===== src/rtl/watch_button_ctrl.sv =====
// Pushbutton front end for a digital watch: synchronizes and debounces seven raw
// buttons, then turns press events into mode/set state and one-cycle command pulses.
module watch_button_ctrl #(
  parameter int DEBOUNCE_CYCLES = 4,
  parameter int REPEAT_DELAY    = 8,
  parameter int REPEAT_RATE     = 4
) (
  input  logic       clk,
  input  logic       reset,
  input  logic       btn_mode,
  input  logic       btn_set,
  input  logic       btn_next,
  input  logic       btn_up,
  input  logic       btn_reset,
  input  logic       btn_start,
  input  logic       btn_stop,
  output logic [2:0] mode,
  output logic       setValue,
  output logic       nextd,
  output logic       upTime,
  output logic       resetTime,
  output logic       start_resume,
  output logic       stop
);

  localparam int NB      = 7;
  localparam int B_MODE  = 0;
  localparam int B_SET   = 1;
  localparam int B_NEXT  = 2;
  localparam int B_UP    = 3;
  localparam int B_RESET = 4;
  localparam int B_START = 5;
  localparam int B_STOP  = 6;

  localparam int DCW = $clog2(DEBOUNCE_CYCLES + 1);
  localparam logic [DCW-1:0] DB_LIMIT = DCW'(DEBOUNCE_CYCLES);

  localparam int RPT_MAX = (REPEAT_DELAY > REPEAT_RATE) ? REPEAT_DELAY : REPEAT_RATE;
  localparam int RCW     = (RPT_MAX > 1) ? $clog2(RPT_MAX) : 1;
  localparam logic [RCW-1:0] DELAY_LOAD = RCW'(REPEAT_DELAY - 1);
  localparam logic [RCW-1:0] RATE_LOAD  = RCW'(REPEAT_RATE - 1);

  typedef enum logic [2:0] {
    MODE_WATCH     = 3'd0,
    MODE_STOPWATCH = 3'd1,
    MODE_ALARM     = 3'd2,
    MODE_DAY       = 3'd3
  } mode_t;

  mode_t           mode_q;
  logic [NB-1:0]   raw;
  logic [NB-1:0]   sync1;
  logic [NB-1:0]   sync2;
  logic [NB-1:0]   deb;
  logic [NB-1:0]   deb_prev;
  logic [NB-1:0]   press;
  logic [DCW-1:0]  db_cnt [NB];
  logic            rpt_active;
  logic [RCW-1:0]  rpt_cnt;
  logic            rpt_fire;

  assign raw   = {btn_stop, btn_start, btn_reset, btn_up, btn_next, btn_set, btn_mode};
  assign press = deb & ~deb_prev;
  assign mode  = mode_q;

  // Repeat pulses only while the repeat is armed and the hold is still valid.
  assign rpt_fire = rpt_active && (rpt_cnt == '0) && deb[B_UP] && setValue;

  always_ff @(posedge clk) begin
    if (reset) begin
      sync1    <= '0;
      sync2    <= '0;
      deb      <= '0;
      deb_prev <= '0;
      for (int i = 0; i < NB; i++) db_cnt[i] <= '0;
    end else begin
      sync1    <= raw;
      sync2    <= sync1;
      deb_prev <= deb;
      for (int i = 0; i < NB; i++) begin
        if (sync2[i] == deb[i]) begin
          db_cnt[i] <= '0;
        end else if (db_cnt[i] == DB_LIMIT) begin
          deb[i]    <= ~deb[i];
          db_cnt[i] <= '0;
        end else begin
          db_cnt[i] <= db_cnt[i] + DCW'(1);
        end
      end
    end
  end

  always_ff @(posedge clk) begin
    if (reset) begin
      mode_q       <= MODE_WATCH;
      setValue     <= 1'b0;
      nextd        <= 1'b0;
      upTime       <= 1'b0;
      resetTime    <= 1'b0;
      start_resume <= 1'b0;
      stop         <= 1'b0;
      rpt_active   <= 1'b0;
      rpt_cnt      <= '0;
    end else begin
      nextd        <= press[B_NEXT] & setValue;
      upTime       <= (press[B_UP] & setValue) | rpt_fire;
      resetTime    <= press[B_RESET];
      start_resume <= press[B_START] & ~setValue;
      stop         <= press[B_STOP] & ~setValue;

      // A set press swallows any mode press landing in the same cycle.
      if (press[B_SET]) begin
        if (mode_q != MODE_STOPWATCH) setValue <= ~setValue;
      end else if (press[B_MODE] && !setValue) begin
        mode_q <= (mode_q == MODE_DAY) ? MODE_WATCH : mode_t'(mode_q + 3'd1);
      end

      if (!deb[B_UP] || !setValue) begin
        rpt_active <= 1'b0;
        rpt_cnt    <= '0;
      end else if (press[B_UP]) begin
        rpt_active <= 1'b1;
        rpt_cnt    <= DELAY_LOAD;
      end else if (rpt_active) begin
        rpt_cnt <= (rpt_cnt == '0) ? RATE_LOAD : rpt_cnt - RCW'(1);
      end
    end
  end

endmodule


===== config.mk =====
export PLATFORM = sky130hd
export DESIGN_NAME = watch_button_ctrl
export DESIGN_NICKNAME = d
export VERILOG_FILES = /design/src/rtl/watch_button_ctrl.sv
export SDC_FILE = /design/constraint.sdc
export NUM_CORES = 1
export LEC_CHECK = 0
export CAP_MARGIN = 20
export CORE_MARGIN = 4
export CORE_UTILIZATION = 40
export CTS_CLUSTER_DIAMETER = 40
export CTS_CLUSTER_SIZE = 28
export DETAILED_ROUTE_END_ITERATION = 16
export GPL_TIMING_DRIVEN = 0
export PLACE_DENSITY = 0.69
export SLEW_MARGIN = 20
export SYNTH_ARGS = -nofsm -noshare
export SYNTH_HDL_FRONTEND = slang
export SYNTH_SLANG_ARGS = --single-unit

===== constraint.sdc =====
create_clock -name clk -period 2.8 [get_ports clk]
set_input_delay 0.7 -clock clk [delete_from_list [all_inputs] [get_ports clk]]
set_output_delay 0.7 -clock clk [all_outputs]
set_load 0.02 [all_outputs]

==> metrics.md, run 1 <==
| Metric | Value |
|---|---|
| Hold buffer count at cts | 0 |
| Largest delay contributor family on the critical path | buffers and inverters |
| ANT cells | 0 |
| Hold Violations, Final | 0 |
| CTS buffer count | 9 |
| WP buf/inv | 1 |
| Wire per inst | 11.10 um |
| Placed cell count | 355 |
| Chip width | 88.62 um |
| Row count | 29 |
| YS warnings | 0 |
| Post-DP HPWL | 2.964 mm |
| Static Leak | 1.321 nW |
| Final Setup Violations | 0 |
| WL final | 4.118 mm |
| Post-synth top flop | dfxtp_1 |
| Max Cap Viol | 0 |
| Initial antenna violation count | 0 |
| Non-Filler Instances | 371 |
| Register area | 0.001451 mm^2 |
| Register area share after synthesis | 55.82% |
| Critical Path RT | 2100 ps |
| Vias | 1705 |
| Remaining Overflow, GRT | 0 |
| H-tree levels | 3 |
| Final period utilization | 77.74% |
| Clock Skews | 7.039 ps |
| Starting Density | 41.18% |
| Cells along the critical path | clkdlybuf4s50_1 |
| Critical Path AT | 1480 ps |
| Setup tns final | 0 ps |
| IO Pins | 18 |
| Nets | 316 |
| Slowest-stage cell, CP | clkdlybuf4s50_1 |
| Metal2 WL | 1.873 mm |
| Hold Path Stages | 1 |
| Post-synthesis cell type count | 35 |
| Number of flops mapped to enable cells by yosys | 21 |
| Vias in the first global route | 1683 |
| Post-CTS Setup Inserts | 0 |
| Synth Register Bits | 62 |
| Clk slew on worst S/H paths | 70 ps |
| Fraction of registers with async set/reset | 0% |
| Routed Antenna Nets | 0 |
| Fin. max-slew vios | 0 |
| Stages on worst setup path | 1 |
| Mapped Area | 0.002600 mm^2 |
| CTS tree | done |
| Crit path largest cell delay | 660 ps |
| # resized after CTS | 0 |
| CTS root buf | clkbuf_8 |
| Synthesized area per cell | 10.79 um^2 |
| Met3 WL | 227 um |
| Min-delay worst type | reg2reg |
| Fmax | 459.4 MHz |
| Die H | 88.62 um |
| Total track usage | 12.21% |
| Multi-input gate area | 0.001104 mm^2 |
| Routability Congestion | 0.7860 |
| First-pass GRT wire length | 7.120 mm |
| Area growth syn-to-layout | 20.64% |
| Register-to-Register Path Depth | 5 |
| CP startpoint kind | register |
| Top sig layer | met4 |
| 1st-iter DRT viols | 57 |
| Die area | 0.007854 mm^2 |
| PwrDens | 580.3 mW/mm^2 |
| Critical-path maximum fanout | 9 |
| Largest net degree at the start of global routing | 11 |
| DRC | 0 |
| DRT met1 WL | 1.920 mm |
| Layout cells sized above 1 | 8.503% |
| DRT Pass-1 Iters | 4 |
| Clock latency on the worst-skew pair | 330 ps |
| Worst R2R Start | rpt_cnt[0] |
| Worst Min Path Start | deb_prev[5] |
| PortBufs | 17 |
| Setup crit start | setValue |
| Tmin final | 2177 ps |
| Core Area | 0.006314 mm^2 |
| Buffer depth of the longest clock path | 2 |
| Status | finished clean |
| Post-Synthesis Cells | 241 |
| WS Path Type | reg2out |
| Vias per inst | 4.596 |
| Peak VDD IR | 0.0003495 V |
| Fillcell total | 577 |
| Clock tree sinks | 62 |
| Endpoint class of the critical path | output port |
| RSZ-0062 raised after global routing | no |
==> placed cells by master (no fill, tap or decap), drive strengths merged <==
| master | n |
|---|---|
| nor2b | 23 |
| nor2 | 13 |
| nor3b | 9 |
| a311oi | 1 |
| a211oi | 4 |
| edfxtp | 21 |
| clkbuf | 14 |
| and3b | 2 |
| and3 | 14 |
| nand3 | 7 |
| nand2b | 5 |
| a21oi | 15 |
| ha | 18 |
| buf | 5 |
| nor3 | 6 |
| a211o | 1 |
| inv | 25 |
| o21ai | 1 |
| or3 | 1 |
| clkinv | 1 |
| xor2 | 1 |
| dfxtp | 41 |
| xnor2 | 6 |
| mux2i | 3 |
| and4b | 1 |
| a31oi | 1 |
| clkdlybuf4s50 | 17 |
| and2b | 1 |
| nand2 | 16 |
| conb | 21 |
==> metrics by stage <==
step / worst slack (ps) / utilization (%) / hold WS [ps] / instance area, um^2 / power (mW)
floorplan: 1277 / - / 367.4 / 2675 / 1.051
global placement: 545.6 / 46.59 / 376.1 / 2942 / 1.079
detailed placement: 546.1 / 46.59 / 375.8 / 2942 / 1.084
CTS: 590.7 / 49.68 / 393.6 / 3137 / 1.856
global route: 566.8 / 49.68 / 395.2 / 3137 / 1.905
finish: 623.4 / 49.68 / 389.9 / 3137 / 1.820
==> report_power, final <==
group	leakage, nW	internal, mW	total [mW]	switching, mW
Clock	0.102	0.424	0.757	0.333
Combinational	0.668	0.0430	0.0915	0.0485
Sequential	0.550	0.956	0.972	0.0156
==> state kept, by name, summed over array words and instances (netlist names), 3 cells and up <==
signal / cells
mode: 3
rpt_cnt: 3
deb_prev: 7
deb: 7
sync1: 7
db_cnt: 21
sync2: 7
==> cell families after synthesis <==
group | synth area share (%)
AO/OA/AOI/OAI | 5.678
XOR/XNOR | 2.358
adder cells (fa/ha/maj) | 8.662
buffers and inverters | 4.620
flip-flops | 55.82
multiplexers | 1.155
other | 0.1442
AND/OR/NAND/NOR | 21.56
==> path summary, 6_finish.rpt <==
| path | endpoint | slack [ps] |
|---|---|---|
| max | setValue | 620 |
| min | start_resume | 390 |
| max reg2reg | rpt_cnt[0] | 1510 |
| min reg2reg | start_resume | 390 |
==> synth_stat cells (all sizes together), types with 6 or more instances <==
cell type / instances / area (um^2)
and3: 14 / 92.59
nand3: 7 / 35.03
a21oi: 15 / 78.83
xnor2: 6 / 52.55
nor2: 13 / 48.80
dfxtp: 41 / 820.8
nor3b: 9 / 67.56
inv: 24 / 90.09
edfxtp: 21 / 630.6
nor2b: 23 / 146.4
nand2: 16 / 60.06
nor3: 6 / 35.03
ha: 18 / 225.2
==> routing by layer <==
| metal | vias to the layer above | global-route usage, % |
|---|---|---|
| met5 | - | 0 |
| met4 | 0 | 9.066 |
| met3 | 10 | 3.073 |
| met2 | 33 | 19.57 |
| met1 | 777 | 14.00 |
| li1 | 885 | - |
==> cell type report <==
| cell class | count | area share, % |
|---|---|---|
| inverters | 24 | 2.872 |
| clock buffers | 14 | 5.864 |
| flip-flops and latches | 62 | 46.27 |
| repair buffers | 17 | 5.425 |
| clock inverters | 2 | 0.3590 |
| well taps | 77 | 3.071 |
| multi-input cells | 170 | 35.18 |
| plain buffers | 5 | 0.9573 |
Note: power is estimated with default switching activity, not from simulation.
==> run 2, diff against run 1 <==
--- a/config.mk
+++ b/config.mk
@@ -12,7 +12,7 @@
 export CTS_CLUSTER_SIZE = 28
 export DETAILED_ROUTE_END_ITERATION = 16
 export GPL_TIMING_DRIVEN = 0
-export PLACE_DENSITY = 0.69
+export PLACE_DENSITY = 0.71
 export SLEW_MARGIN = 20
 export SYNTH_ARGS = -nofsm -noshare
 export SYNTH_HDL_FRONTEND = slang
==> constraint.sdc (replaced) <==
create_clock -name clk -period 1.8 [get_ports clk]
set_input_delay 0.45 -clock clk [delete_from_list [all_inputs] [get_ports clk]]
set_output_delay 0.45 -clock clk [all_outputs]
set_load 0.02 [all_outputs]
==> metrics.md, run 2 (synthesized netlist as in run 1, its figures left out) <==
| Metric | Value |
|---|---|
| WS Path Type | reg2out (unchanged) |
| Routed Antenna Nets | 0 (unchanged) |
| Clock tree sinks | 62 (unchanged) |
| Nets | 316 (unchanged) |
| Clock latency on the worst-skew pair | 340 ps (was 330 ps) |
| H-tree levels | 3 (unchanged) |
| Layout cells sized above 1 | 8.844% (was 8.503%) |
| Slowest-stage cell, CP | clkdlybuf4s50_1 (unchanged) |
| Critical-path maximum fanout | 1 (was 9) |
| Remaining Overflow, GRT | 0 (unchanged) |
| First-pass GRT wire length | 7.486 mm (was 7.120 mm) |
| Flop pwr share | 48.6% (was 53.4%) |
| Starting Density | 41.18% (unchanged) |
| Vias in the first global route | 1711 (was 1683) |
| Tmin final | 1700 ps |
| CP startpoint kind | register (unchanged) |
| Critical Path AT | 1250 ps (was 1480 ps) |
| Largest net degree at the start of global routing | 12 (was 11) |
| PortBufs | 17 (unchanged) |
| Status | finished clean (unchanged) |
| DP Worst Slack | -188.6 ps (was 546.1 ps) |
| Clock Skews | 7.222 ps (was 7.039 ps) |
| Largest delay contributor family on the critical path | buffers and inverters (unchanged) |
| Chip width | 88.62 um (unchanged) |
| Clock network fraction of total power | 46.9% (was 41.6%) |
| Clk slew on worst S/H paths | 70 ps (about the same) |
| RSZ-0062 raised after global routing | no (unchanged) |
| Crit path largest cell delay | 590 ps (was 660 ps) |
| Final period utilization | 94.45% |
| Routability Congestion | 0.7633 (was 0.7860) |
| PwrDens | 979.4 mW/mm^2 (was 580.3 mW/mm^2) |
| CTS tree | done (unchanged) |
| 1st-iter DRT viols | 50 (was 57) |
| Vias per inst | 4.639 (was 4.596) |
| Die area | 0.007854 mm^2 (unchanged) |
| IO Pins | 18 (unchanged) |
| Max Cap Viol | 0 (unchanged) |
| Switching share of power | 20.77% (was 21.83%) |
| ANT cells | 0 (unchanged) |
| Combinational Power Share | 4.6% (was 5.0%) |
| Cell internal pwr | 2.465 mW (was 1.423 mW) |
| Critical Path RT | 1350 ps (was 2100 ps) |
| Commonest non-fill, non-tap cell in the layout | dfxtp_1 (unchanged) |
| Setup tns final | 0 ps (unchanged) |
| Die H | 88.62 um (unchanged) |
| Min-delay worst type | reg2reg (unchanged) |
| Row count | 29 (unchanged) |
| Initial antenna violation count | 0 (unchanged) |
| WP buf/inv | 1 (unchanged) |
| Fin. max-slew vios | 0 (unchanged) |
| Max reg flops | 21 (unchanged) |
| Area growth syn-to-layout | 22.18% (was 20.64%) |
| Total track usage | 12.66% (was 12.21%) |
| Most flops, register | db_cnt (unchanged) |
| Final Setup Violations | 0 (unchanged) |
| Tot Pwr | 3.111 mW (was 1.820 mW) |
| CTS root buf | clkbuf_8 (unchanged) |
| Post-DP HPWL | 2.966 mm (was 2.964 mm) |
| DRC | 0 (unchanged) |
| WL final | 4.072 mm (was 4.118 mm) |
| Buffer depth of the longest clock path | 2 (unchanged) |
| Peak VDD IR | 0.0005974 V (was 0.0003495 V) |
| CTS buffer count | 9 (unchanged) |
| DRT Pass-1 Iters | 4 (unchanged) |
| Vias | 1721 (was 1705) |
| Fmax | 588.2 MHz |
| Most frequent cells in the layout | dfxtp_1, inv_1, nor2b_1 (unchanged) |
| Endpoint class of the critical path | output port (unchanged) |
| Wire per inst | 10.98 um (was 11.10 um) |
| P_sw | 0.6462 mW (was 0.3974 mW) |
| Hold slack | 385.7 ps (was 389.9 ps) |
| Core Area | 0.006314 mm^2 (unchanged) |
| Cells along the critical path | clkdlybuf4s50_1 (unchanged) |
| Setup ws final | 99.93 ps (was 623.4 ps) |
| Hold Violations, Final | 0 (unchanged) |
| Static Leak | 1.372 nW (was 1.321 nW) |
-- run 2: metrics by stage --
| step | instance area, um^2 | utilization [%] | cells |
|---|---|---|---|
| detailed placement | 2942 | 46.59 | 355 |
| CTS | 3174 | 50.28 | 371 |
| finish | 3177 | 50.32 | 371 |
| global placement | 2942 | 46.59 | 355 |
| floorplan | 2675 | - | 261 |
| global route | 3177 | 50.32 | 371 |
-- run 2: worst paths after layout --
check                                   from            to  slack, ps  cells past startpoint
worst max-delay path            start_resume  start_resume        100                      1
worst min-delay path             deb_prev[6]          stop        390                      1
worst max register to register    rpt_cnt[0]    rpt_cnt[0]        540                      5
worst min register to register   deb_prev[6]          stop        390                      1
-- run 2: power by group through the flow --
stage               registers, mW  clock network [mW]  logic, mW
global placement             1.54                   0      0.138
floorplan                    1.54                   0     0.0974
finish                       1.51                1.46      0.142
global route                 1.52                1.56      0.165
CTS                          1.51                1.50      0.144
detailed placement           1.54                   0      0.144
-- run 2: metal layers --
layer | track usage (%) | share of wire, %
met4 | 8.242 | 2.5
met2 | 20.04 | 47
met3 | 3.911 | 4.2
met1 | 14.75 | 46
met5 | 0 | 0
-- run 2: area by class of cell --
class	count	area (um^2)
fill	601	3137
sequential	62	1451
multi-input combinational	170	1104
timing repair buffer	17	168.9
clock buffer	9	123.9
clock inverter	7	112.6
tap	77	96.34
inverter	24	90.09
buffer	5	30.03
-- run 2: timing repair --
item                                    CTS  global route
buffers inserted                          0             0
endpoints found under the setup margin    3             1
hold endpoints to repair                  0             0
resized for setup                         3             1
hold buffers                              0             0
